## src/rtl/acc_pkg.sv

```systemverilog
// Shared types and constants for the 6-bit accumulator datapath.
// The divider's FSM state type and operand width live here.
package acc_pkg;

  localparam int ACC_WIDTH = 6;
  localparam int ACC_CNT_W = $clog2(ACC_WIDTH);

  typedef enum logic [1:0] {
    IDLE,
    RUN,
    DONE
  } div_state_t;

endpackage

```

## src/rtl/acc_sub_stage.sv

```systemverilog
// Combinational W-bit subtractor (a - b) used for the divider's per-cycle trial subtract.
// borrow_o is set when a_i < b_i (unsigned).
module acc_sub_stage #(
  parameter int W = 7
) (
  input  logic [W-1:0] a_i,
  input  logic [W-1:0] b_i,
  output logic [W-1:0] diff_o,
  output logic         borrow_o
);

  assign {borrow_o, diff_o} = {1'b0, a_i} - {1'b0, b_i};

endmodule

```

## src/rtl/acc_divider.sv

```systemverilog
// Sequential restoring divider: one quotient bit per clock, start/busy/done handshake.
// Define ACC_DIV_SIGNED_EN for two's-complement operands (truncating division).
//
// Handshake: start is sampled only in IDLE; busy is high in RUN and DONE;
// done is a one-cycle pulse in DONE, and quotient/remainder/div_by_zero
// stay valid until the next accepted start.
module acc_divider
  import acc_pkg::*;
#(
  parameter int WIDTH = ACC_WIDTH
) (
  input  logic             clk,
  input  logic             rst_n,
  input  logic             start,
  input  logic [WIDTH-1:0] dividend,
  input  logic [WIDTH-1:0] divisor,
  output logic             busy,
  output logic             done,
  output logic [WIDTH-1:0] quotient,
  output logic [WIDTH-1:0] remainder,
  output logic             div_by_zero
);

  localparam int CNT_W = (WIDTH > 1) ? $clog2(WIDTH) : 1;
  localparam logic [WIDTH-1:0] ZERO = '0;

  div_state_t       state_q, state_d;
  logic [CNT_W-1:0] cnt_q, cnt_d;
  logic [WIDTH-1:0] shift_q, shift_d;
  logic [WIDTH-1:0] part_q, part_d;
  logic [WIDTH-1:0] dvsr_q, dvsr_d;
  logic [WIDTH-1:0] quot_q, quot_d;
  logic [WIDTH-1:0] rem_q, rem_d;
  logic             dbz_q, dbz_d;

  logic [WIDTH-1:0] dvd_mag, dvs_mag;
  logic [WIDTH-1:0] quot_fix, rem_fix;
  logic [WIDTH:0]   trial_a, trial_b, trial_diff;
  logic             trial_borrow;
  logic             unused_trial_msb;

  acc_sub_stage #(.W(WIDTH + 1)) u_sub (
    .a_i      (trial_a),
    .b_i      (trial_b),
    .diff_o   (trial_diff),
    .borrow_o (trial_borrow)
  );

  assign trial_a = {part_q, shift_q[WIDTH-1]};
  assign trial_b = {1'b0, dvsr_q};
  // A successful trial always leaves the top bit clear, so only the low bits are kept.
  assign unused_trial_msb = trial_diff[WIDTH];

`ifdef ACC_DIV_SIGNED_EN
  logic neg_quot_q, neg_quot_d;
  logic neg_rem_q, neg_rem_d;

  // The most-negative value maps to itself, which reads correctly as an unsigned magnitude.
  assign dvd_mag  = dividend[WIDTH-1] ? (ZERO - dividend) : dividend;
  assign dvs_mag  = divisor[WIDTH-1]  ? (ZERO - divisor)  : divisor;
  assign quot_fix = neg_quot_q ? (ZERO - shift_d) : shift_d;
  assign rem_fix  = neg_rem_q  ? (ZERO - part_d)  : part_d;

  always_ff @(posedge clk or negedge rst_n) begin
    if (!rst_n) begin
      neg_quot_q <= 1'b0;
      neg_rem_q  <= 1'b0;
    end else begin
      neg_quot_q <= neg_quot_d;
      neg_rem_q  <= neg_rem_d;
    end
  end

  always_comb begin
    neg_quot_d = neg_quot_q;
    neg_rem_d  = neg_rem_q;
    if (state_q == IDLE && start) begin
      neg_quot_d = dividend[WIDTH-1] ^ divisor[WIDTH-1];
      neg_rem_d  = dividend[WIDTH-1];
    end
  end
`else
  assign dvd_mag  = dividend;
  assign dvs_mag  = divisor;
  assign quot_fix = shift_d;
  assign rem_fix  = part_d;
`endif

  always_ff @(posedge clk or negedge rst_n) begin
    if (!rst_n) begin
      state_q <= IDLE;
      cnt_q   <= '0;
      shift_q <= '0;
      part_q  <= '0;
      dvsr_q  <= '0;
      quot_q  <= '0;
      rem_q   <= '0;
      dbz_q   <= 1'b0;
    end else begin
      state_q <= state_d;
      cnt_q   <= cnt_d;
      shift_q <= shift_d;
      part_q  <= part_d;
      dvsr_q  <= dvsr_d;
      quot_q  <= quot_d;
      rem_q   <= rem_d;
      dbz_q   <= dbz_d;
    end
  end

  always_comb begin
    state_d = state_q;
    cnt_d   = cnt_q;
    shift_d = shift_q;
    part_d  = part_q;
    dvsr_d  = dvsr_q;
    quot_d  = quot_q;
    rem_d   = rem_q;
    dbz_d   = dbz_q;
    case (state_q)
      IDLE: begin
        if (start) begin
          if (divisor == ZERO) begin
            quot_d  = '1;
            rem_d   = dividend;
            dbz_d   = 1'b1;
            state_d = DONE;
          end else begin
            dvsr_d  = dvs_mag;
            shift_d = dvd_mag;
            part_d  = '0;
            cnt_d   = CNT_W'(WIDTH - 1);
            dbz_d   = 1'b0;
            state_d = RUN;
          end
        end
      end
      RUN: begin
        // Dividend bits shift out at the MSB while quotient bits fill in at the LSB.
        part_d  = trial_borrow ? trial_a[WIDTH-1:0] : trial_diff[WIDTH-1:0];
        shift_d = {shift_q[WIDTH-2:0], ~trial_borrow};
        if (cnt_q == '0) begin
          quot_d  = quot_fix;
          rem_d   = rem_fix;
          state_d = DONE;
        end else begin
          cnt_d = cnt_q - CNT_W'(1);
        end
      end
      DONE:    state_d = IDLE;
      default: state_d = IDLE;
    endcase
  end

  assign busy        = (state_q != IDLE);
  assign done        = (state_q == DONE);
  assign quotient    = quot_q;
  assign remainder   = rem_q;
  assign div_by_zero = dbz_q;

endmodule

```

## config.mk

```make
export PLATFORM = sky130hd
export DESIGN_NAME = acc_divider
export DESIGN_NICKNAME = d
export VERILOG_FILES = /design/src/rtl/acc_pkg.sv /design/src/rtl/acc_sub_stage.sv /design/src/rtl/acc_divider.sv
export SDC_FILE = /design/constraint.sdc
export NUM_CORES = 1
export LEC_CHECK = 0
export CORE_ASPECT_RATIO = 1.25
export CORE_MARGIN = 5
export CORE_UTILIZATION = 44
export CTS_CLUSTER_SIZE = 24
export DETAILED_ROUTE_END_ITERATION = 8
export GPL_TIMING_DRIVEN = 0
export HOLD_SLACK_MARGIN = 0.12
export PLACE_DENSITY = 0.79
export SETUP_SLACK_MARGIN = 0.2
export SLEW_MARGIN = 20
export SYNTH_ARGS = -nofsm -noshare
export SYNTH_HDL_FRONTEND = slang
export SYNTH_SLANG_ARGS = --single-unit
export TNS_END_PERCENT = 10
```

## constraint.sdc

```tcl
create_clock -name clk -period 5.8 [get_ports clk]
set_clock_uncertainty 0.15 [all_clocks]
set_input_delay 1.16 -clock clk [delete_from_list [all_inputs] [get_ports clk]]
set_output_delay 1.16 -clock clk [all_outputs]
set_load 0.01 [all_outputs]
```

==> results of run 1 <==
[final cells by class]
class / instances / area share
buffer: 7 / 0.0162
tap: 56 / 0.0302
clock inverter: 1 / 0.00216
inverter: 18 / 0.0291
clock buffer: 6 / 0.0313
timing repair buffer: 30 / 0.135
sequential: 36 / 0.388
multi-input combinational: 131 / 0.368
[state kept, by name, summed over array words and instances, names as in the netlist]
name,cells
part_q,6
dvsr_q,6
state_q,2
remainder,6
quotient,6
shift_q,6
div_by_zero,1
cnt_q,3
[layer usage]
metal / GRT usage / wire [um] / part of all wire / vias to the layer above
met4: 0.0596 / 72 / 0.017 / 0
met3: 0.0392 / 157 / 0.037 / 8
li1: - / - / - / 734
met1: 0.198 / 1750 / 0.41 / 738
met2: 0.308 / 2260 / 0.53 / 28
met5: 0 / 0 / 0 / -
[path summary, 6_finish.rpt]
path                                                 end  depth (start not counted)
worst min register to register   div_by_zero$_DFFE_PN0P_                          2
max in group asynchronous            part_q[0]$_DFF_PN0_                          2
worst max-delay path                                done                          3
worst min-delay path             div_by_zero$_DFFE_PN0P_                          2
worst max register to register  remainder[4]$_DFFE_PN0P_                          7
min in group asynchronous        quotient[4]$_DFFE_PN0P_                          1
[cell usage after synthesis (3+ instances only)]
master / count / area [sq um]
mux2i_1: 5 / 50.1
o221ai_1: 3 / 26.3
o2bb2ai_1: 5 / 43.8
ha_1: 8 / 100
nor3_1: 3 / 15.0
dfrtp_1: 36 / 901
a21oi_1: 12 / 60.1
o22a_1: 3 / 26.3
a22oi_1: 5 / 37.5
nand2_1: 22 / 82.6
buf_2: 3 / 15.0
inv_1: 18 / 67.6
o21ai_0: 11 / 55.1
nor2_1: 22 / 82.6
[stage by stage]
stage	area (sq um)	hold slack, ns	total power, mW
after floorplan	1860	0.298	0.902
after global placement	2220	0.334	1.10
after detailed placement	2240	0.335	1.13
after CTS	2320	0.351	1.30
after global routing	2320	0.369	1.40
final	2320	0.347	1.29
[worst max-delay path, cell delays in order (launching register included)]
cell and delay [ns]:
dfrtp_1 0.42, buf_2 0.22, nor2_1 0.11, clkdlybuf4s50_1 0.54
[power breakdown]
part           leakage, nW  internal [mW]  switching, mW
combinational        0.576          0.331          0.377
sequential           0.413          0.360         0.0575
clock               0.0410         0.0816         0.0854
total                 1.03          0.773          0.520
[logic make-up after synthesis]
| group | count (synthesis) |
|---|---|
| XOR/XNOR | 3 |
| AO/OA/AOI/OAI | 51 |
| multiplexers | 6 |
| adder cells (fa/ha/maj) | 9 |
| flip-flops | 36 |
| AND/OR/NAND/NOR | 62 |
| buffers and inverters | 25 |
[placed cells by master, fill, tap and decap left out, types with 2 or more instances in the layout]
master,synthesis,final
nor3_1,3,3
clkbuf_1,2,3
o221ai_1,3,3
o21a_1,2,2
nor2_1,22,22
o21ai_0,11,11
o22a_1,3,3
dfrtp_1,36,36
inv_1,18,18
clkdlybuf4s50_1,0,28
ha_1,8,8
a211oi_1,2,2
a21oi_1,12,12
xnor2_1,2,2
buf_2,3,4
o2bb2ai_1,5,5
clkbuf_8,0,5
nand2b_1,2,2
a21o_1,2,2
nand2_1,22,22
a22oi_1,5,5
nand3_1,2,2
buf_4,2,2
mux2i_1,5,5
a31oi_1,2,2
or2_4,2,2
==> qor.csv, run 1 <==
stage,metric,value,unit
yosys,synthMuxAreaShare,0.0330,
sta,tns,0,ns
yosys,avgSynthCellArea,9.69,sq um
drt,drtIter0Drc,59,
place,place_ws,2.75,ns
floorplanning,die_y,82.7,um
cells_and_area,multi_input_area,855,sq um
flow_run,max_cap_viol_count,0,
yosys,ys_seq_area_frac,0.484,
sta,post-route-period-util,0.498,
floorplanning,io-pin-count,30,
yosys,synth_edf_count,0,
worst_setup_path,critical_path_required,4.49,ns
yosys,synth-xor-area-share,0.0141,
worst_setup_path,path_class,flop to output port,
cells_and_area,final_cells,285,
sta,slew_violations,0,
cells_and_area,area_growth,24.7,%
clock_network,cts_buffer_depth,2,
sta,rsz0062_at_grt,no,
sta,relSlewSlack,0.659,
yosys,synth_nets,216,
sta,period_needed,2.89,ns
drt,first_pass_iters,4,
floorplanning,initial_core_util,0.454,
cells_and_area,diodes,0,
yosys,ys.flop_type,dfrtp_1,
worst_setup_path,startpoint_type,flop,
yosys,ys_seq_elements,36,
status,status,"complete, no violations",
drt,final_antenna_net_count,0,
hold_path,hold_path.class,flop to flop,
grt,first_global_vias,1572,
drt,drcViolationCount,0,
pwr,cellPowerDensity,557,nW/um^2
cells_and_area,fillerInstances,386,
clock_network,clock-sinks,36,
sta,layout_setup_ws,2.91,ns
hold_path,min_from,div_by_zero$_DFFE_PN0P_,
grt,antenna_found_initial,0,
clock_network,post_cts.repair.setup_buffers,0,
yosys,synth.distinct_cells,40,
drt,wl_per_cell,14.9,um
grt,grt_max_degree,23,
place,place_congestion,0.813,
floorplanning,core_area,4100,sq um
cells_and_area,seq_area,901,sq um
grt,gr-usage-all-layers,0.172,
floorplanning,die_x,68.2,um
yosys,synthAdderAreaFrac,0.0646,
sta,setup_viol,0,
clock_network,clock-root-buffer,clkbuf_8,
clock_network,postCtsHoldBufs,0,
clock_network,h-tree-depth,2,
yosys,synth_top_family_by_area,compound AO/OA/AOI/OAI gates,
yosys,ys_warn_count,0,
drt,vias,1508,
cells_and_area,final_util,0.566,
worst_setup_path,cp.arrival,1.58,ns
sta,tightest_slew,0.511,ns
drt,routed_wl,4240,um
place,hpwl,3270,um
worst_setup_path,endpoint_kind,output port,
cells_and_area,finalNetCount,253,
clock_network,clkTransAtPathRegs,0.07,ns
pwr,ir_worst_vdd,0.320,mV
grt,grt-ovfl-total,0,
yosys,synth_compound_area_frac,0.192,
place,dp_cells,278,
clock_network,cts_tree,done,
worst_setup_path,cp_max_fo,10,
clock_network,ctsResizeCount,0,
yosys,syn_area,1860,sq um
worst_setup_path,crit_start,state_q[0]$_DFFE_PN0P_,
worst_setup_path,worstReg2RegStart,part_q[3]$_DFF_PN0_,
clock_network,cts_inserted_buffers,5,
floorplanning,dieArea,5640,sq um
floorplanning,rows,26,
worst_setup_path,r2r_slack,3.53,ns
yosys,synthCells,192,
clock_network,clk_latency,0.28,ns
grt,grt_pass1_wl,7210,um
place,io_buffers,29,
drt,viasPerCell,5.29,
sta,fmax,346,MHz
sta,report.final.hold_viol_count,0,
yosys,synthSimpleGateAreaFrac,0.156,
pwr,leakage,1.03,nW
cells_and_area,layout-drive-gt1-share,0.0917,
yosys,synth-async-reset-ratio,1.00,
No activity file was read; power rests on OpenSTA's default activity.
==> run 2: changes to the inputs <==
- clock period: 5.8 -> 3 ns (I/O delays scaled with it)
==> run 2 against run 1 <==
Against the previous run: via count rose by 0.13%; sequential share of layout area fell by 0.17 points; die area did not move; clock power rose by 93%; combinational power rose by 93%; register-to-register slack got worse by 2.8 ns; cell count rose by 0.35%; final area rose by 0.43%; setup slack got worse by 2.2 ns; highest routed layer unchanged.
==> qor.csv, run 2 (synthesis gave the netlist of run 1 again) <==
stage,metric,value,unit,change
sta,slew_violations,0,,unchanged
pwr,seq_power_share,0.323,,about the same
grt,gr-usage-all-layers,0.172,,+0.000283
floorplanning,dieArea,5640,sq um,unchanged
clock_network,clock-sinks,36,,unchanged
sta,fmax,430,MHz,
floorplanning,rows,26,,unchanged
hold_path,hold_path.class,flop to flop,,
drt,wl_per_cell,14.8,um,-0.28%
drt,routed_wl,4250,um,about the same
clock_network,clock-root-buffer,clkbuf_8,,
clock_network,clkTransAtPathRegs,0.07,ns,about the same
clock_network,cts_tree,done,,
floorplanning,core_area,4100,sq um,unchanged
sta,post-route-period-util,0.776,,
sta,setup_viol,0,,unchanged
pwr,combPwrFrac,0.548,,about the same
floorplanning,die_x,68.2,um,unchanged
sta,relSlewSlack,0.659,,unchanged
pwr,switching_share,0.402,,about the same
grt,antenna_found_initial,0,,unchanged
worst_setup_path,cpLargestDelayFamily,buffers and inverters,,
sta,report.final.hold_viol_count,0,,unchanged
clock_network,h-tree-depth,2,,unchanged
worst_setup_path,critical_path_required,2.25,ns,-2.24 ns
worst_setup_path,cp.arrival,1.58,ns,about the same
grt,first_global_vias,1574,,+0.13%
place,hpwl,3270,um,unchanged
place,io_buffers,29,,unchanged
cells_and_area,mostFrequentLayoutCells,"dfrtp_1 (36), clkdlybuf4s50_1 (28), nor2_1 (22), nand2_1 (22), inv_1 (18)",,
drt,drcViolationCount,0,,unchanged
worst_setup_path,path_buf_inv,2,,unchanged
sta,tns,0,ns,unchanged
status,status,"complete, no violations",,
worst_setup_path,cp_max_fo,10,,unchanged
worst_setup_path,startpoint_type,flop,,
cells_and_area,area_growth,25.3,%,
cells_and_area,final_util,0.569,,+0.00244
clock_network,cts_buffer_depth,2,,unchanged
grt,grt-ovfl-total,0,,unchanged
drt,vias,1510,,+0.13%
grt,grt_max_degree,23,,unchanged
worst_setup_path,cp_slowest_stage_delay,0.54,ns,about the same
pwr,power,2.50,mW,+93%
place,place_congestion,0.813,,unchanged
worst_setup_path,endpoint_kind,output port,,
floorplanning,initial_core_util,0.454,,unchanged
cells_and_area,final_common_cell,dfrtp_1,,
cells_and_area,diodes,0,,unchanged
drt,viasPerCell,5.28,,-0.22%
sta,tightest_slew,0.511,ns,-0.000000238 ns
clock_network,clk_latency,0.28,ns,about the same
pwr,intPower,1.50,mW,+93%
worst_setup_path,path_cells,buf_2 -> nor2_1 -> clkdlybuf4s50_1,,
cells_and_area,finalNetCount,254,,+0.40%
drt,drtIter0Drc,71,,+20%
sta,rsz0062_at_grt,no,,
clock_network,post_cts.repair.setup_buffers,0,,unchanged
floorplanning,die_y,82.7,um,unchanged
pwr,ir_worst_vdd,0.619,mV,+93%
clock_network,cts_inserted_buffers,5,,unchanged
sta,period_needed,2.33,ns,
pwr,clockPowerShare,0.129,,about the same
cells_and_area,fillerInstances,385,,-0.26%
worst_setup_path,path_class,flop to output port,,
floorplanning,io-pin-count,30,,unchanged
grt,grt_pass1_wl,7220,um,+0.19%
flow_run,max_cap_viol_count,0,,unchanged
pwr,power_switching,1.01,mW,+93%
pwr,leakage,1.04,nW,+0.41%
pwr,cellPowerDensity,1070,nW/um^2,+93%
drt,final_antenna_net_count,0,,unchanged
drt,first_pass_iters,4,,unchanged
cells_and_area,layout-drive-gt1-share,0.0913,,-0.000399
worst_setup_path,critPathSlowestCell,clkdlybuf4s50_1,,
run 2: path summary, 6_finish.rpt:
kind | from | end | slack, ns | cells after the start
worst max-delay path | state_q[0]$_DFFE_PN0P_ | done | 0.67 | 3
worst min-delay path | div_by_zero$_DFFE_PN0P_ | div_by_zero$_DFFE_PN0P_ | 0.35 | 2
worst max register to register | part_q[3]$_DFF_PN0_ | remainder[4]$_DFFE_PN0P_ | 0.73 | 7
worst min register to register | div_by_zero$_DFFE_PN0P_ | div_by_zero$_DFFE_PN0P_ | 0.35 | 2
max in group asynchronous | rst_n | part_q[0]$_DFF_PN0_ | 1.66 | 3
min in group asynchronous | rst_n | quotient[4]$_DFFE_PN0P_ | 0.60 | 2
run 2: worst register-to-register path: stages, from the launching register on:
cell      delay, ns
dfrtp_1        0.40
ha_1           0.38
nand2_1        0.08
a211oi_1       0.34
o22a_1         0.21
buf_4          0.17
mux2i_1        0.26
o221ai_1       0.15
run 2: power by group through the flow:
stage / clock network, mW / registers (mW) / logic (mW)
after CTS: 0.330 / 0.807 / 1.38
after global placement: 0 / 0.808 / 1.33
final: 0.323 / 0.808 / 1.37
after global routing: 0.351 / 0.832 / 1.53
after detailed placement: 0 / 0.814 / 1.37
after floorplan: 0 / 0.826 / 0.918
run 2: timing repair:
item / CTS / global route
hold endpoints to repair: 14 / 0
hold buffers: 1 / 0
endpoints found under the setup margin: 0 / 0
resized for setup: 0 / 0
run 2: routing by layer:
metal	wire length [um]	vias to the layer above	share of wire	GRT usage
li1	-	736	-	-
met1	1750	738	0.41	0.199
met2	2260	28	0.53	0.308
met3	157	8	0.037	0.0392
met4	72	0	0.017	0.0596
met5	0	-	0	0
run 2: metrics by stage:
step	instances	setup slack (ns)	hold slack (ns)	instance area [sq um]
floorplan	192	1.04	0.154	1860
global placement	277	0.406	0.334	2220
detailed placement	278	0.512	0.335	2240
CTS	286	0.654	0.351	2330
global route	286	0.604	0.369	2330
finish	286	0.673	0.347	2330
run 2: layout make-up:
class	instances	area, sq um	share of cell area
clock inverter	1	5.00	0.00215
buffer	7	37.5	0.0161
timing repair buffer	31	323	0.138
sequential	36	901	0.386
multi-input combinational	131	855	0.367
tap	56	70.1	0.0301
inverter	18	67.6	0.0290
clock buffer	6	72.6	0.0311
==> run 3: changes to the inputs <==
- PLACE_DENSITY: 0.79 -> 0.81
- clock period: 3 -> 1.91 ns (I/O delays scaled with it)
==> run 3 against run 2 <==
Against the previous run: the run now ends with negative setup slack left; power up 100%; core utilization up 8.1 points; critical path depth up 4; cell count up 3.5%; clock power up 83%; clock-buffer cell count up 1; setup slack worse by 0.83 ns; highest routed layer unchanged.
==> qor.csv, run 3 (synthesis gave the netlist of run 1 again) <==
stage,metric,value,unit,change
status,status,"finished, violations left",,
status,violations,negative setup slack,,
grt,antenna_found_initial,0,,unchanged
clock_network,clock-sinks,36,,unchanged
sta,slew_violations,0,,unchanged
floorplanning,initial_core_util,0.454,,unchanged
sta,fmax,483,MHz,
worst_setup_path,critical_path_required,1.94,ns,-0.31 ns
cells_and_area,diodes,0,,unchanged
worst_setup_path,path_class,flop to flop,,
grt,grt-ovfl-total,0,,unchanged
clock_network,h-tree-depth,2,,unchanged
place,io_buffers,29,,unchanged
clock_network,clock-root-buffer,clkbuf_8,,
sta,period_needed,2.07,ns,
place,hpwl,3260,um,about the same
grt,grt_pass1_wl,7850,um,+8.6%
cells_and_area,finalNetCount,264,,+3.9%
floorplanning,rows,26,,unchanged
sta,report.final.hold_viol_count,0,,unchanged
drt,final_antenna_net_count,0,,unchanged
place,dpl_cell_area,2270,sq um,+1.2%
grt,first_global_vias,1743,,+11%
clock_network,cts_inserted_buffers,5,,unchanged
floorplanning,die_y,82.7,um,unchanged
drt,drcViolationCount,0,,unchanged
place,place_congestion,0.780,,-4.0%
sta,post-route-period-util,1.09,,
cells_and_area,mostFrequentLayoutCells,"dfrtp_1 (34), nand2_1 (21), nor2_1 (20), dlygate4sd2_1 (19), inv_1 (12)",,
clock_network,cts_tree,done,,
cells_and_area,area_growth,43.2,%,
sta,setup_viol,11,,+11
place,dp_cells,278,,unchanged
drt,first_pass_iters,4,,unchanged
clock_network,cts_buffer_depth,2,,unchanged
clock_network,clk_latency,0.29,ns,about the same
floorplanning,dieArea,5640,sq um,unchanged
worst_setup_path,critPathSlowestCell,dfrtp_1,,
sta,layout_setup_ws,-0.162,ns,-0.835 ns
floorplanning,die_x,68.2,um,unchanged
pwr,cellPowerDensity,1890,nW/um^2,+77%
worst_setup_path,cp_slowest_stage_delay,0.42,ns,-0.12 ns
drt,wl_per_cell,16.4,um,+10%
floorplanning,io-pin-count,30,,unchanged
grt,grt_max_degree,22,,-4.3%
drt,routed_wl,4850,um,+14%
pwr,leakage,1.13,nW,+9.2%
drt,drtIter0Drc,66,,-7.0%
worst_setup_path,cp.arrival,2.10,ns,+0.52 ns
worst_setup_path,startpoint_type,flop,,
floorplanning,core_area,4100,sq um,unchanged
clock_network,clkTransAtPathRegs,0.07,ns,about the same
drt,vias,1574,,+4.2%
cells_and_area,finalInstanceArea,2660,sq um,+14%
drt,viasPerCell,5.32,,+0.72%
cells_and_area,final_common_cell,dfrtp_1,,
worst_setup_path,cp_max_fo,7,,-3
hold_path,hold_path.class,input port to flop,,
place,place_ws,-0.351,ns,-0.863 ns
pwr,ir_worst_vdd,0.954,mV,+54%
flow_run,max_cap_viol_count,0,,unchanged
sta,tightest_slew,0.420,ns,-0.0910 ns
worst_setup_path,reg2regPathDepth,7,,unchanged
cells_and_area,layout-drive-gt1-share,0.308,,+0.217
sta,rsz0062_at_grt,yes,,
sta,relSlewSlack,0.720,,+0.0614
worst_setup_path,endpoint_kind,flop,,
hold_path,holdPathStages,3,,+1
cells_and_area,final_cells,296,,+3.5%
worst_setup_path,path_cells,ha_4 -> nand2b_4 -> a211oi_4 -> o22a_1 -> buf_6 -> mux2i_4 -> o221ai_2,,
grt,gr-usage-all-layers,0.190,,+0.0180
cells_and_area,final_util,0.650,,+0.0812
-- run 3: cell types whose count changed in the layout (fill, tap and decap cells not counted), sizes merged --
cell,delta
clkdlybuf4s15,+1
clkinv,-1
clkdlybuf4s50,-21
dlygate4sd2,+19
buf,+12
-- run 3: area by class of cell --
type	count	area [sq um]
Clock buffer	7	96.3
Timing Repair Buffer	41	377
Tap cell	56	70.1
Inverter	18	67.6
Buffer	7	65.1
Fill cell	331	1440
Sequential cell	36	903
Multi-Input combinational cell	131	1080
-- run 3: worst max-delay path: cells and delay by family (launching register included) --
family,cells,cell delay [ns]
AND/OR/NAND/NOR,1,0.06
adder cells (fa/ha/maj),1,0.29
multiplexers,1,0.27
buffers and inverters,1,0.18
flip-flops,1,0.42
AO/OA/AOI/OAI,3,0.57
-- run 3: power by group --
group / total (mW) / internal [mW] / leakage [nW] / switching [mW]
registers: 1.30 / 1.10 / 0.411 / 0.203
logic: 3.15 / 1.56 / 0.670 / 1.59
clock network: 0.591 / 0.321 / 0.0503 / 0.270
total: 5.05 / 2.98 / 1.13 / 2.06
-- run 3: per-layer routing --
layer	track usage	vias up	share of wire
met5	0	-	0
met4	0.0875	0	0.022
met3	0.0474	14	0.031
met2	0.335	37	0.55
met1	0.212	762	0.40
li1	-	761	-
-- run 3: what timing repair did --
item | 4_1_cts | 5_1_grt
resized for setup | 54 | 29
hold buffers | 1 | 0
endpoints found under the setup margin | 48 | 36
setup buffers | 9 | 1
pin swaps | 15 | 9
endpoints found under the hold margin | 15 | 0
-- run 3: worst paths after layout --
path / startpoint / endpoint / slack (ns)
worst max-delay path: part_q[0]$_DFF_PN0_ / remainder[1]$_DFFE_PN0P_ / -0.16
worst min-delay path: divisor[5] / dvsr_q[5]$_DFFE_PN0P_ / 0.29
worst max register to register: part_q[0]$_DFF_PN0_ / remainder[1]$_DFFE_PN0P_ / -0.16
worst min register to register: div_by_zero$_DFFE_PN0P_ / div_by_zero$_DFFE_PN0P_ / 0.36
max in group asynchronous: rst_n / quotient[5]$_DFFE_PN0P_ / 0.77
min in group asynchronous: rst_n / remainder[0]$_DFFE_PN0P_ / 0.41
-- run 3: metrics by stage --
| step | total power, mW | TNS, ns | hold slack, ns |
|---|---|---|---|
| 2_1_floorplan | 2.82 | 0 | -0.0636 |
| 6_report | 5.05 | -1.28 | 0.289 |
| 3_5_place_dp | 3.51 | -6.70 | 0.183 |
| 4_1_cts | 4.39 | -0.640 | 0.286 |
| 3_3_place_gp | 3.43 | -22.77 | 0.331 |
| 5_1_grt | 5.41 | -2.99 | 0.298 |
